--- config.mk ---
export PLATFORM = sky130hd
export DESIGN_NAME = lfsr_seq_ctrl_flat
export DESIGN_NICKNAME = d
export VERILOG_FILES = /design/src/rtl/lfsr_seq_ctrl_pkg.sv /design/src/rtl/lfsr_seq_ctrl_if.sv /design/src/rtl/lfsr_seq_ctrl_core.sv /design/src/rtl/lfsr_seq_ctrl.sv /design/src/flat_wrapper.sv
export SDC_FILE = /design/constraint.sdc
export NUM_CORES = 1
export LEC_CHECK = 0
export ABC_AREA = 1
export BUFFER_PORTS_ARGS = -buffer_cell sky130_fd_sc_hd__buf_2
export CAP_MARGIN = 20
export CORE_ASPECT_RATIO = 1.2
export CORE_MARGIN = 5
export CORE_UTILIZATION = 51
export CTS_BUF_LIST = sky130_fd_sc_hd__clkbuf_16
export CTS_CLUSTER_SIZE = 28
export DETAILED_ROUTE_END_ITERATION = 12
export GPL_TIMING_DRIVEN = 1
export PLACE_DENSITY = 0.84
export SKIP_CTS_REPAIR_TIMING = 1
export SYNTH_ARGS = -nofsm -noshare
export SYNTH_HDL_FRONTEND = slang
export SYNTH_HIERARCHICAL = 1
export SYNTH_SLANG_ARGS = --single-unit
--- constraint.sdc ---
create_clock -name clk -period 1.66 [get_ports clk]
set_input_delay 0.083 -clock clk [delete_from_list [all_inputs] [get_ports clk]]
set_output_delay 0.083 -clock clk [all_outputs]
set_load 0.005 [all_outputs]
--- src/rtl/lfsr_seq_ctrl_pkg.sv ---
// Shared types and helpers for the LFSR sequencer: FSM state encoding,
// default sizes and the two-tap feedback function.
package lfsr_pkg;

  localparam int DEF_WIDTH = 4;
  localparam int DEF_CNT_W = 8;
  localparam int MAX_WIDTH = 64;

  typedef enum logic [1:0] {
    IDLE,
    LOAD,
    RUN,
    DONE
  } state_e;

  // Fibonacci feedback: XOR of the two tapped register bits.
  function automatic logic fb_bit(input logic [MAX_WIDTH-1:0] q,
                                  input logic [5:0]           tap_a,
                                  input logic [5:0]           tap_b);
    return q[tap_a] ^ q[tap_b];
  endfunction

endpackage

--- src/rtl/lfsr_seq_ctrl_if.sv ---
// Request/status bundle between a client and the LFSR sequencer.
// The lockup signal exists only when LFSR_LOCKUP_DET_EN is defined.
interface lfsr_seq_ctrl_if
  import lfsr_pkg::*;
#(
  parameter int WIDTH = DEF_WIDTH,
  parameter int CNT_W = DEF_CNT_W
) ();

  logic             start;
  logic [WIDTH-1:0] seed;
  logic [CNT_W-1:0] steps;
  logic             busy;
  logic [WIDTH-1:0] q_out;
  logic             q_valid;
  logic             done;
  logic             seed_err;
`ifdef LFSR_LOCKUP_DET_EN
  logic             lockup;
`endif

  modport master (
    output start, seed, steps,
    input  busy, q_out, q_valid, done, seed_err
`ifdef LFSR_LOCKUP_DET_EN
    , input lockup
`endif
  );

  modport slave (
    input  start, seed, steps,
    output busy, q_out, q_valid, done, seed_err
`ifdef LFSR_LOCKUP_DET_EN
    , output lockup
`endif
  );

endinterface

--- src/rtl/lfsr_seq_ctrl_core.sv ---
// Plain WIDTH-bit shift register: on each enabled edge the state moves one
// place toward the MSB and si enters at bit 0. Feedback is chosen outside.
module lfsr_core
  import lfsr_pkg::*;
#(
  parameter int WIDTH = DEF_WIDTH
) (
  input  logic             clk,
  input  logic             rst,
  input  logic             en,
  input  logic             si,
  output logic [WIDTH-1:0] q
);

  // NOTE: state registers use non-blocking assignments so every flop samples
  // pre-edge values, independent of process evaluation order.
  always_ff @(posedge clk) begin
    if (rst)     q <= '0;
    else if (en) q <= {q[WIDTH-2:0], si};
  end

endmodule

--- src/rtl/lfsr_seq_ctrl.sv ---
// LFSR sequencer: serially loads a seed (MSB first), then free-runs the LFSR
// for a programmed number of steps. Optional LFSR_LOCKUP_DET_EN aborts on an all-zero state.
module lfsr_seq_ctrl
  import lfsr_pkg::*;
#(
  parameter int WIDTH = DEF_WIDTH,
  parameter int CNT_W = DEF_CNT_W,
  parameter int TAP_A = WIDTH - 1,
  parameter int TAP_B = WIDTH - 2
) (
  input  logic           clk,
  input  logic           rst,
  lfsr_seq_ctrl_if.slave bus
);

  localparam int IDX_W = $clog2(WIDTH);

  state_e           state, state_nxt;
  logic [WIDTH-1:0] q;
  logic [WIDTH-1:0] seed_sh;
  logic [CNT_W-1:0] steps_r;
  logic [CNT_W-1:0] count;
  logic [IDX_W-1:0] bit_idx;
  logic             lfsr_en;
  logic             lfsr_si;
  logic             run_shift;
  logic             q_valid_r;
  logic             seed_err_r;
  logic             seed_is_zero;
`ifdef LFSR_LOCKUP_DET_EN
  logic             lockup_hit;
  logic             lockup_r;
`endif

  assign seed_is_zero = (bus.seed == '0);

  lfsr_core #(.WIDTH(WIDTH)) u_core (
    .clk (clk),
    .rst (rst),
    .en  (lfsr_en),
    .si  (lfsr_si),
    .q   (q)
  );

  // NOTE: every signal written here gets a default first, so no path through
  // the case can leave one unassigned and infer a latch.
  always_comb begin
    state_nxt = state;
    lfsr_en   = 1'b0;
    lfsr_si   = 1'b0;
    run_shift = 1'b0;
`ifdef LFSR_LOCKUP_DET_EN
    lockup_hit = 1'b0;
`endif
    case (state)
      IDLE: if (bus.start) state_nxt = LOAD;
      LOAD: begin
        lfsr_en = 1'b1;
        lfsr_si = seed_sh[WIDTH-1];
        if (bit_idx == IDX_W'(WIDTH - 1))
          state_nxt = (steps_r == '0) ? DONE : RUN;
      end
      RUN: begin
`ifdef LFSR_LOCKUP_DET_EN
        if (q == '0) begin
          lockup_hit = 1'b1;
          state_nxt  = DONE;
        end else
`endif
        begin
          run_shift = 1'b1;
          lfsr_en   = 1'b1;
          lfsr_si   = fb_bit(MAX_WIDTH'(q), 6'(TAP_A), 6'(TAP_B));
          if (count == steps_r - CNT_W'(1)) state_nxt = DONE;
        end
      end
      DONE:    state_nxt = IDLE;
      default: state_nxt = IDLE;
    endcase
  end

  always_ff @(posedge clk) begin
    if (rst) begin
      state      <= IDLE;
      seed_sh    <= '0;
      steps_r    <= '0;
      count      <= '0;
      bit_idx    <= '0;
      q_valid_r  <= 1'b0;
      seed_err_r <= 1'b0;
`ifdef LFSR_LOCKUP_DET_EN
      lockup_r   <= 1'b0;
`endif
    end else begin
      state     <= state_nxt;
      q_valid_r <= run_shift;
      case (state)
        IDLE: if (bus.start) begin
          // An all-zero seed would lock the LFSR, so 0...01 is used instead.
          seed_sh    <= seed_is_zero ? WIDTH'(1) : bus.seed;
          steps_r    <= bus.steps;
          bit_idx    <= '0;
          count      <= '0;
          seed_err_r <= seed_is_zero;
`ifdef LFSR_LOCKUP_DET_EN
          lockup_r   <= 1'b0;
`endif
        end
        LOAD: begin
          seed_sh <= seed_sh << 1;
          bit_idx <= bit_idx + IDX_W'(1);
        end
        RUN:     count <= count + CNT_W'(1);
        default: ;
      endcase
`ifdef LFSR_LOCKUP_DET_EN
      if (lockup_hit) lockup_r <= 1'b1;
`endif
    end
  end

  assign bus.busy     = (state == LOAD) || (state == RUN);
  assign bus.done     = (state == DONE);
  assign bus.q_out    = q;
  assign bus.q_valid  = q_valid_r;
  assign bus.seed_err = seed_err_r;
`ifdef LFSR_LOCKUP_DET_EN
  assign bus.lockup   = lockup_r;
`endif

endmodule

--- src/flat_wrapper.sv ---
// flat-port wrapper written by rule: the top's interface ports become plain ports
module lfsr_seq_ctrl_flat import lfsr_pkg::*;
#(
  parameter int WIDTH = DEF_WIDTH,
  parameter int CNT_W = DEF_CNT_W,
  parameter int TAP_A = WIDTH - 1,
  parameter int TAP_B = WIDTH - 2
)
  (clk, rst, bus_start, bus_seed, bus_steps, bus_busy, bus_q_out, bus_q_valid, bus_done, bus_seed_err);
  lfsr_seq_ctrl_if #(.WIDTH(WIDTH), .CNT_W(CNT_W)) bus_i ();
  input  logic clk;
  input  logic rst;
  input wire logic [$bits(bus_i.start)-1:0] bus_start;
  input wire logic [$bits(bus_i.seed)-1:0] bus_seed;
  input wire logic [$bits(bus_i.steps)-1:0] bus_steps;
  output wire logic [$bits(bus_i.busy)-1:0] bus_busy;
  output wire logic [$bits(bus_i.q_out)-1:0] bus_q_out;
  output wire logic [$bits(bus_i.q_valid)-1:0] bus_q_valid;
  output wire logic [$bits(bus_i.done)-1:0] bus_done;
  output wire logic [$bits(bus_i.seed_err)-1:0] bus_seed_err;
  assign bus_i.start = bus_start;
  assign bus_i.seed = bus_seed;
  assign bus_i.steps = bus_steps;
  assign bus_busy = bus_i.busy;
  assign bus_q_out = bus_i.q_out;
  assign bus_q_valid = bus_i.q_valid;
  assign bus_done = bus_i.done;
  assign bus_seed_err = bus_i.seed_err;
  lfsr_seq_ctrl #(.WIDTH(WIDTH), .CNT_W(CNT_W), .TAP_A(TAP_A), .TAP_B(TAP_B)) u_core (.clk(clk), .rst(rst), .bus(bus_i));
endmodule
==> reports/qor.json, run 1 <==
{
  "status": {
    "outcome": "completed"
  },
  "setup_path": {
    "worst_setup_path_start_kind": "flop",
    "crit_slowest_cell": "dfxtp_1",
    "timing.critical_path.buf_inv": 2,
    "worstPathArrival_ps": 1770,
    "cp_slowest_stage_delay_ps": 310,
    "required_ps": 1820,
    "setup.worst_path.class": "reg2reg",
    "regToRegStartpoint": "u_core/state[0]",
    "timing.rr.end": "u_core/count[6]",
    "crit_chain": "inv_2, ha_1, inv_2, o21ai_4, nand2_2, nor2_2, nand2_2, nor2_2, nand2_1, o21bai_1, a21oi_1",
    "worstRegToRegCells": 11,
    "path_max_fanout": 3,
    "regToRegSetupSlack_ps": 50,
    "path_delay_family": "simple AND/OR/NAND/NOR gates",
    "critical_path.endpoint_type": "flop"
  },
  "layout": {
    "final_nets": 299,
    "filler_cells_inserted": 287,
    "number_of_non_filler_instances_in_the_completed_layout": 314,
    "area_delta_synth_final_pct": 25.1,
    "drive_above_1_share": 0.237,
    "fin_util": 0.667,
    "antennaDiodeCount": 0,
    "final_area_um2": 2060
  },
  "detailed_routing": {
    "post_drt_via_cell_ratio": 5.11,
    "first_pass_iters": 4,
    "via_count": 1605,
    "detail_route.wirelength_um": 3720,
    "route.detailed.drc": 0,
    "drt_first_iter_violations": 87,
    "wl_per_cell_um": 11.9,
    "ant_nets": 0
  },
  "global_routing": {
    "grt_first_pass_wirelength_um": 6240,
    "grt_usage": 0.188,
    "first_global_vias": 1505,
    "largest_net_degree_at_the_start_of_global_routing": 15,
    "grt_antenna_before_repair": 0,
    "grt_overflow_total": 0
  },
  "floorplanning": {
    "start_util": 0.533,
    "die_w_um": 61.8,
    "die_height_um": 72.2,
    "core_area_um2": 3080,
    "die_area_um2": 4460,
    "core.rowCount": 22,
    "ioPinCount": 23
  },
  "synth": {
    "netlist_area_before_placement_um2": 1640,
    "yosys_most_used_dff": "dfxtp_1",
    "leading_post_synthesis_cells_by_cell_area": "dfxtp_1 37%, nand2_1 12%, inv_1 7.8%",
    "netlist.top_cell.by_area": "dfxtp_1",
    "yosys.cell_types.count": 29,
    "synth_async_sr_flop_share": 0,
    "postSynthNetCount": 261,
    "fraction_of_synthesized_cell_area_taken_by_the_top_area_cell_type": 0.365,
    "yosys_warnings": 6,
    "most_frequent_cell_after_synthesis": "nand2_1",
    "syn-mean-instance-area_um2": 6.88,
    "synthTopCellsByCount": "51 x nand2_1, 34 x inv_1, 30 x dfxtp_1, 25 x nor2_1, 21 x a21oi_1",
    "ys_seq_elements": 30,
    "yosysSeqAreaShare": 0.365,
    "post_synth_inst_count": 239,
    "synth-edff-count": 0
  },
  "cts": {
    "cts.path.max_buffers": 2,
    "tritoncts": "built",
    "path_clk_slew_ps": 50,
    "numClockSinks": 30,
    "worstSkewPairLatency_ps": 270,
    "clock_tree.htree_level_count": 2,
    "clock-root-buffer": "clkbuf_16",
    "cts_made_buffers": 5
  },
  "timing": {
    "fin_worst_skew_ps": 2.98,
    "final-max-slew-violation-count": 0,
    "rel_slew_slack": 0.694,
    "achievable-frequency_mhz": 620,
    "final-setup-viol-count": 0,
    "finalCritPeriodShare": 0.972,
    "tightest_slew_ps": 456,
    "hold_viol_final": 0,
    "minimum_period_implied_by_the_final_worst_setup_slack_ps": 1610
  },
  "run": {
    "cap_violations": 0
  },
  "placed_design": {
    "gpl.final_weighted_congestion": 0.835,
    "place_area_um2": 1870,
    "dp_hpwl_um": 2780,
    "placedCellCount": 305,
    "port_buffers": 22
  },
  "power": {
    "powerDensity_nw_per_um2": 1770,
    "ir_worst_vdd_mv": 1.27,
    "p_leak_nw": 0.976,
    "fin_total_pwr_mw": 3.64
  },
  "worst_hold_path": {
    "worstHoldStart": "bus_steps[7]",
    "whs_path_depth": 3,
    "hold-path-endpoint": "u_core/steps_r[7]",
    "type_of_the_worst_min_delay_path": "in2reg"
  }
}
-- cell usage in the layout, fill, tap and decap left out --
cell and n:
a31oi_1 4, ha_4 2, o21ai_0 17, nand2_1 49, a21oi_1 21, nor3b_1 1
inv_2 4, clkinv_2 1, o21ai_4 1, buf_2 22, nand2_2 4, nand3_1 14
or4_1 1, nor3b_2 2, ha_1 5, o21bai_1 1, nor2_1 22, nand3_2 1
clkbuf_16 5, nand2_4 1, xor2_1 2, clkinv_1 1, buf_4 13, nor2_4 1
nor3_1 4, dfxtp_1 29, inv_1 33, a211oi_1 2, o21ai_1 3, nor2_2 7
xnor2_1 3, dfxtp_2 1, or2_2 1
-- worst max-delay path by stage --
stage	to	slack, ps	cells after the start	start
2_1_floorplan	u_core/count[7]	30	8	u_core/state[0]
4_1_cts	u_core/count[6]	-60	10	u_core/state[1]
3_5_place_dp	u_core/count[6]	-10	10	u_core/state[1]
6_report	u_core/count[6]	50	11	u_core/state[0]
3_3_place_gp	u_core/count[7]	90	8	u_core/state[1]
5_1_grt	u_core/count[7]	-20	9	u_core/state[0]
-- area by class of cell --
type / instances / area [µm²] / share of cell area
multi-input combinational: 169 / 930 / 0.452
tap: 36 / 45.0 / 0.0219
inverter: 36 / 135 / 0.0657
clock inverter: 3 / 12.5 / 0.00608
clock buffer: 5 / 125 / 0.0608
sequential: 30 / 602 / 0.293
timing repair buffer: 35 / 208 / 0.101
-- report_power, final --
group	internal [mW]	switching (mW)	total [mW]
clock	0.539	0.296	0.835
sequential	0.913	0.165	1.08
combinational	0.745	0.982	1.73
total	2.20	1.44	3.64
-- through the flow --
stage | hold slack [ps] | worst slack (ps) | setup TNS (ps)
2_1_floorplan | 152 | 28.4 | 0
3_3_place_gp | 339 | 87.6 | 0
3_5_place_dp | 351 | -12.3 | -17.0
4_1_cts | 69.3 | -57.2 | -75.4
5_1_grt | 82.1 | -20.2 | -25.8
6_report | 69.7 | 47.1 | 0
-- kinds of logic (layout without fill, tap and decap cells) --
family          Yosys count  count (layout)  synth area share
buf+inv                  40              79            0.0966
fa+ha+maj                 7               7            0.0533
flops                    30              30             0.365
simple gates            108             108             0.299
xor+xnor                  5               5            0.0266
compound gates           49              49             0.159
-- worst reg2reg max path, delay by kind of cell (launching register included) --
family	cells	cell delay, ps
buf+inv	2	170
fa+ha+maj	1	210
simple gates	5	450
compound gates	3	360
flops	1	310
-- routing by layer --
metal | share of wire | track usage | vias to the layer above
met5 | 0 | 0 | -
met4 | 0.029 | 0.0991 | 0
met3 | 0.057 | 0.0534 | 11
met2 | 0.50 | 0.318 | 39
met1 | 0.41 | 0.206 | 715
li1 | - | - | 840
-- sequential cells by signal (all words and copies together) (netlist names) --
name,cells
u_core/steps_r,8
u_core/u_core/q,4
u_core/seed_sh,4
u_core/bus.q_valid,1
u_core/bus.seed_err,1
u_core/bit_idx,2
u_core/state,2
u_core/count,8
(Power assumes the default switching activity.)
==> inputs of run 2 (changes only) <==
--- a/config.mk
+++ b/config.mk
@@ -7,5 +7,5 @@
 export LEC_CHECK = 0
 export ABC_AREA = 1
-export BUFFER_PORTS_ARGS = -buffer_cell sky130_fd_sc_hd__buf_2
+export BUFFER_PORTS_ARGS = -buffer_cell sky130_fd_sc_hd__buf_4
 export CAP_MARGIN = 20
 export CORE_ASPECT_RATIO = 1.2
==> constraint.sdc (replaced) <==
create_clock -name clk -period 1.66 [get_ports clk]
set_input_delay 0.083 -clock clk [delete_from_list [all_inputs] [get_ports clk]]
set_output_delay 0.083 -clock clk [all_outputs]
set_load 0.1 [all_outputs]
==> run 2 against run 1 <==
Effect of this change:
- sequential share of layout area down 0.30 points
- total power rose by 17%
- via count is 0.81% higher
- clock skew increased by 2.6 ps
- hold slack worse by 20 ps
- global-route usage is 0.25 points higher
- critical path type unchanged
- highest routed layer unchanged
==> reports/qor.json, run 2 (synthesis gave the netlist of run 1 again) <==
{
  "worst_hold_path": {
    "worstHoldStart": "rst",
    "type_of_the_worst_min_delay_path": "in2reg"
  },
  "detailed_routing": {
    "wl_per_cell_um": 12.2,
    "drt_first_iter_violations": 79,
    "detail_route.wirelength_um": 3800,
    "post_drt_via_cell_ratio": 5.22,
    "ant_nets": 0,
    "first_pass_iters": 4,
    "via_count": 1618,
    "route.detailed.drc": 0
  },
  "placed_design": {
    "port_buffers": 22,
    "place_area_um2": 1910,
    "dp_hpwl_um": 2720,
    "gpl.final_weighted_congestion": 0.831,
    "placedCellCount": 303,
    "placement.setup.worst_slack_ps": 44.9
  },
  "power": {
    "p_leak_nw": 0.972,
    "ir_worst_vdd_mv": 1.81,
    "powerDensity_nw_per_um2": 2050,
    "fin_total_pwr_mw": 4.26
  },
  "floorplanning": {
    "ioPinCount": 23,
    "core.rowCount": 22,
    "start_util": 0.533,
    "die_height_um": 72.2,
    "die_area_um2": 4460,
    "die_w_um": 61.8,
    "core_area_um2": 3080
  },
  "setup_path": {
    "critical_path.endpoint_type": "flop",
    "crit_path_start": "u_core/state[0]",
    "worst_setup_path_start_kind": "flop",
    "path_max_fanout": 4,
    "regToRegStartpoint": "u_core/state[0]",
    "required_ps": 1830,
    "worstPathArrival_ps": 1800,
    "setup.worst_path.class": "reg2reg"
  },
  "global_routing": {
    "grt_antenna_before_repair": 0,
    "grt_overflow_total": 0,
    "first_global_vias": 1581,
    "largest_net_degree_at_the_start_of_global_routing": 19,
    "grt_usage": 0.191,
    "grt_first_pass_wirelength_um": 6390
  },
  "layout": {
    "layout_commonest_cell": "nand2_1",
    "fin_util": 0.674,
    "final_nets": 296,
    "area_delta_synth_final_pct": 26.4,
    "drive_above_1_share": 0.219,
    "number_of_non_filler_instances_in_the_completed_layout": 310,
    "final_area_um2": 2080,
    "antennaDiodeCount": 0,
    "mostFrequentLayoutCells": "49 x nand2_1, 35 x inv_1, 32 x buf_4",
    "reg.largest.list": "u_core/count x8, u_core/steps_r x8"
  },
  "timing": {
    "achievable-frequency_mhz": 613,
    "tightest_slew_ps": 311,
    "grt_setup_unrepaired": "true",
    "minimum_period_implied_by_the_final_worst_setup_slack_ps": 1630,
    "final-setup-viol-count": 0,
    "setup_ws_ps": 29.8,
    "worst_hold_slack_ps": 49.5,
    "rel_slew_slack": 0.792,
    "finalCritPeriodShare": 0.982,
    "fin_worst_skew_ps": 5.57,
    "final-max-slew-violation-count": 0,
    "hold_viol_final": 0,
    "fin_setup_tns_ps": 0
  },
  "cts": {
    "clock_tree.htree_level_count": 2,
    "path_clk_slew_ps": 50,
    "numClockSinks": 30,
    "cts.path.max_buffers": 2,
    "clock-root-buffer": "clkbuf_16",
    "cts_made_buffers": 5,
    "tritoncts": "built",
    "worstSkewPairLatency_ps": 270
  },
  "status": {
    "outcome": "completed"
  },
  "run": {
    "cap_violations": 0
  }
}
run 2: worst paths after layout:
check | to | slack (ps) | depth (start not counted)
setup / recovery | u_core/count[6] | 30 | 11
hold / removal | u_core/seed_sh[0] | 50 | 2
setup reg to reg | u_core/count[6] | 30 | 11
hold reg to reg | u_core/bit_idx[1] | 470 | 2
run 2: layout make-up:
cell class                 instances  area (µm²)
fill                             267        1000
multi-input combinational        169         923
sequential                        30         602
timing repair buffer              32         240
inverter                          36         135
clock buffer                       5         125
tap                               36        45.0
clock inverter                     2        7.51
run 2: where the power goes:
group	switching (mW)	total, mW	leakage, nW	internal, mW
registers	0.162	1.08	0.246	0.913
logic	1.60	2.36	0.654	0.761
clock network	0.296	0.830	0.0723	0.534
run 2: routing by layer:
metal	global-route usage	vias to the layer above	routed length, µm
li1	-	833	-
met3	0.0534	7	141
met1	0.207	750	1620
met5	0	-	0
met4	0.0873	0	93
met2	0.332	28	1940
run 2: worst max-delay path, cell delays in order (launching register included):
cell	delay (ps)
dfxtp_1	310
inv_2	90
ha_2	200
inv_2	60
o21ai_4	190
nand2_2	80
nor2_2	140
nand2_2	100
nor2_4	100
nand2_1	70
o21bai_1	130
a21oi_1	50
==> inputs of run 3 (changes only) <==
ABC_AREA = unset   (was 1)
==> run 3 against run 2 <==
Effect of this change:
- the flow now finishes with violations (negative setup slack)
- final cell count decreased by 7.1%
- non-clock buffer count rose by 21
- count of clock-buffer cells in the layout did not move
- clock skew fell by 1.0 ps
- utilization rose by 7.0 points
- clock power rose by 3.3%
- combinational power is 9.3% lower
- first-iteration DRC count up 76%
- critical path type unchanged
- critical endpoint is now u_core/state[1]
- highest routed layer unchanged
==> reports/qor.json, run 3 <==
{
  "synth": {
    "ys_seq_elements": 30,
    "netlist_area_before_placement_um2": 1660,
    "netlist.top_cell.by_area": "dfxtp_1",
    "synth-edff-count": 0,
    "yosysSeqAreaShare": 0.361,
    "post_synth_inst_count": 205,
    "yosys.cell_types.count": 43,
    "leading_post_synthesis_cells_by_cell_area": "dfxtp_1 36%, nand2_1 6.8%, mux2i_1 6.0%",
    "syn-mean-instance-area_um2": 8.12,
    "synth_async_sr_flop_share": 0,
    "postSynthNetCount": 227,
    "fraction_of_synthesized_cell_area_taken_by_the_top_area_cell_type": 0.361,
    "yosys_warnings": 6,
    "yosys_most_used_dff": "dfxtp_1",
    "synthTopCellsByCount": "30 x dfxtp_1, 30 x nand2_1, 25 x nor2_1, 15 x a21oi_1"
  },
  "detailed_routing": {
    "route.detailed.drc": 0,
    "ant_nets": 0,
    "wl_per_cell_um": 17.0,
    "post_drt_via_cell_ratio": 5.87,
    "via_count": 1690,
    "first_pass_iters": 4,
    "drt_first_iter_violations": 139,
    "detail_route.wirelength_um": 4890
  },
  "status": {
    "outcome": "finished, violations left",
    "violated_checks": "negative setup slack"
  },
  "timing": {
    "rel_slew_slack": 0.726,
    "final-max-slew-violation-count": 0,
    "grt_setup_unrepaired": "true",
    "hold_viol_final": 0,
    "finalCritPeriodShare": 1.10,
    "final-setup-viol-count": 2,
    "tightest_slew_ps": 408,
    "setup_ws_ps": -169,
    "fin_worst_skew_ps": 4.52,
    "minimum_period_implied_by_the_final_worst_setup_slack_ps": 1830,
    "achievable-frequency_mhz": 547
  },
  "layout": {
    "drive_above_1_share": 0.333,
    "number_of_non_filler_instances_in_the_completed_layout": 288,
    "layout_commonest_cell": "buf_4",
    "fin_util": 0.744,
    "final_area_um2": 2310,
    "area_delta_synth_final_pct": 39.1,
    "final_nets": 273,
    "reg.largest.list": "u_core/count x8, u_core/steps_r x8",
    "antennaDiodeCount": 0,
    "mostFrequentLayoutCells": "51 x buf_4, 30 x nand2_1, 26 x dfxtp_1"
  },
  "placed_design": {
    "placedCellCount": 278,
    "placement.setup.worst_slack_ps": -125,
    "port_buffers": 22,
    "dp_hpwl_um": 3030,
    "gpl.final_weighted_congestion": 0.832,
    "place_area_um2": 2060
  },
  "global_routing": {
    "grt_antenna_before_repair": 0,
    "grt_first_pass_wirelength_um": 7170,
    "grt_usage": 0.198,
    "first_global_vias": 1609,
    "grt_overflow_total": 0,
    "largest_net_degree_at_the_start_of_global_routing": 29
  },
  "cts": {
    "clock-root-buffer": "clkbuf_16",
    "cts.path.max_buffers": 2,
    "numClockSinks": 30,
    "worstSkewPairLatency_ps": 280,
    "tritoncts": "built",
    "cts_made_buffers": 5,
    "clock_tree.htree_level_count": 2,
    "path_clk_slew_ps": 50
  },
  "floorplanning": {
    "start_util": 0.535,
    "die_w_um": 62.1,
    "core_area_um2": 3110,
    "core.rowCount": 22,
    "die_height_um": 72.6,
    "die_area_um2": 4510,
    "ioPinCount": 23
  },
  "setup_path": {
    "cp_slowest_stage_delay_ps": 360,
    "setup.worst_path.class": "reg2reg",
    "path_max_fanout": 5,
    "worst_setup_path_start_kind": "flop",
    "critical_path.endpoint_type": "flop",
    "crit_slowest_cell": "dfxtp_2",
    "path_delay_family": "compound AO/OA/AOI/OAI gates",
    "worstPathArrival_ps": 1980,
    "required_ps": 1810,
    "timing.critical_path.buf_inv": 2,
    "crit_chain": "inv_1, ha_4, buf_4, xnor2_1, and4_1, o21ai_1, o2111ai_1, o311ai_1"
  },
  "power": {
    "fin_total_pwr_mw": 3.96,
    "ir_worst_vdd_mv": 1.28,
    "powerDensity_nw_per_um2": 1710,
    "p_leak_nw": 0.958
  },
  "worst_hold_path": {
    "type_of_the_worst_min_delay_path": "in2reg"
  },
  "run": {
    "cap_violations": 0
  }
}
-- run 3: cell types whose count changed after synthesis, moves of 8 or more --
cell and delta:
nand2_1 -21, mux2i_1 +10, nand3_1 -13, inv_1 -27, clkbuf_1 +8, o21ai_0 -11
-- run 3: metrics by stage --
step / hold slack (ps) / TNS, ps
4_1_cts: 51.3 / -679
3_5_place_dp: 342 / -436
3_3_place_gp: 332 / -205
2_1_floorplan: 155 / -516
5_1_grt: 63.7 / -457
6_report: 59.6 / -304
-- run 3: final timing paths --
path                     start                 to  slack, ps  cells after the start
max          u_core/steps_r[1]    u_core/state[1]       -170                      8
min               bus_steps[5]  u_core/steps_r[5]         60                      3
max reg2reg  u_core/steps_r[1]    u_core/state[1]       -170                      8
min reg2reg  u_core/seed_sh[0]  u_core/seed_sh[0]        450                      2
-- run 3: tightest hold or removal path, stage by stage --
cell     delay (ps)
buf_4           110
nand2_1          50
a21oi_1          50
-- run 3: final cells by class --
cell class	instances	area, µm²
Clock buffer	5	125
Clock inverter	3	12.5
Fill cell	202	796
Inverter	7	28.8
Multi-Input combinational cell	154	1090
Sequential cell	30	606
Tap cell	36	45.0
Timing Repair Buffer	53	405
-- run 3: report_power, final --
part	switching [mW]	internal, mW
registers	0.122	0.846
logic	1.21	0.930
clock network	0.317	0.540
total	1.64	2.32
-- run 3: logic make-up after synthesis --
group           after synthesis  share of synthesized area
flops                        30                      0.361
fa+ha+maj                     7                     0.0526
mux                          10                     0.0602
xor+xnor                     14                     0.0737
simple gates                 78                      0.216
buf+inv                      21                     0.0541
compound gates               45                      0.183
-- run 3: routing by layer --
metal	vias up	GRT usage	part of all wire
met5	-	0	0
met4	0	0.106	0.040
met2	74	0.349	0.51
met3	21	0.0570	0.064
met1	792	0.214	0.38
li1	803	-	-
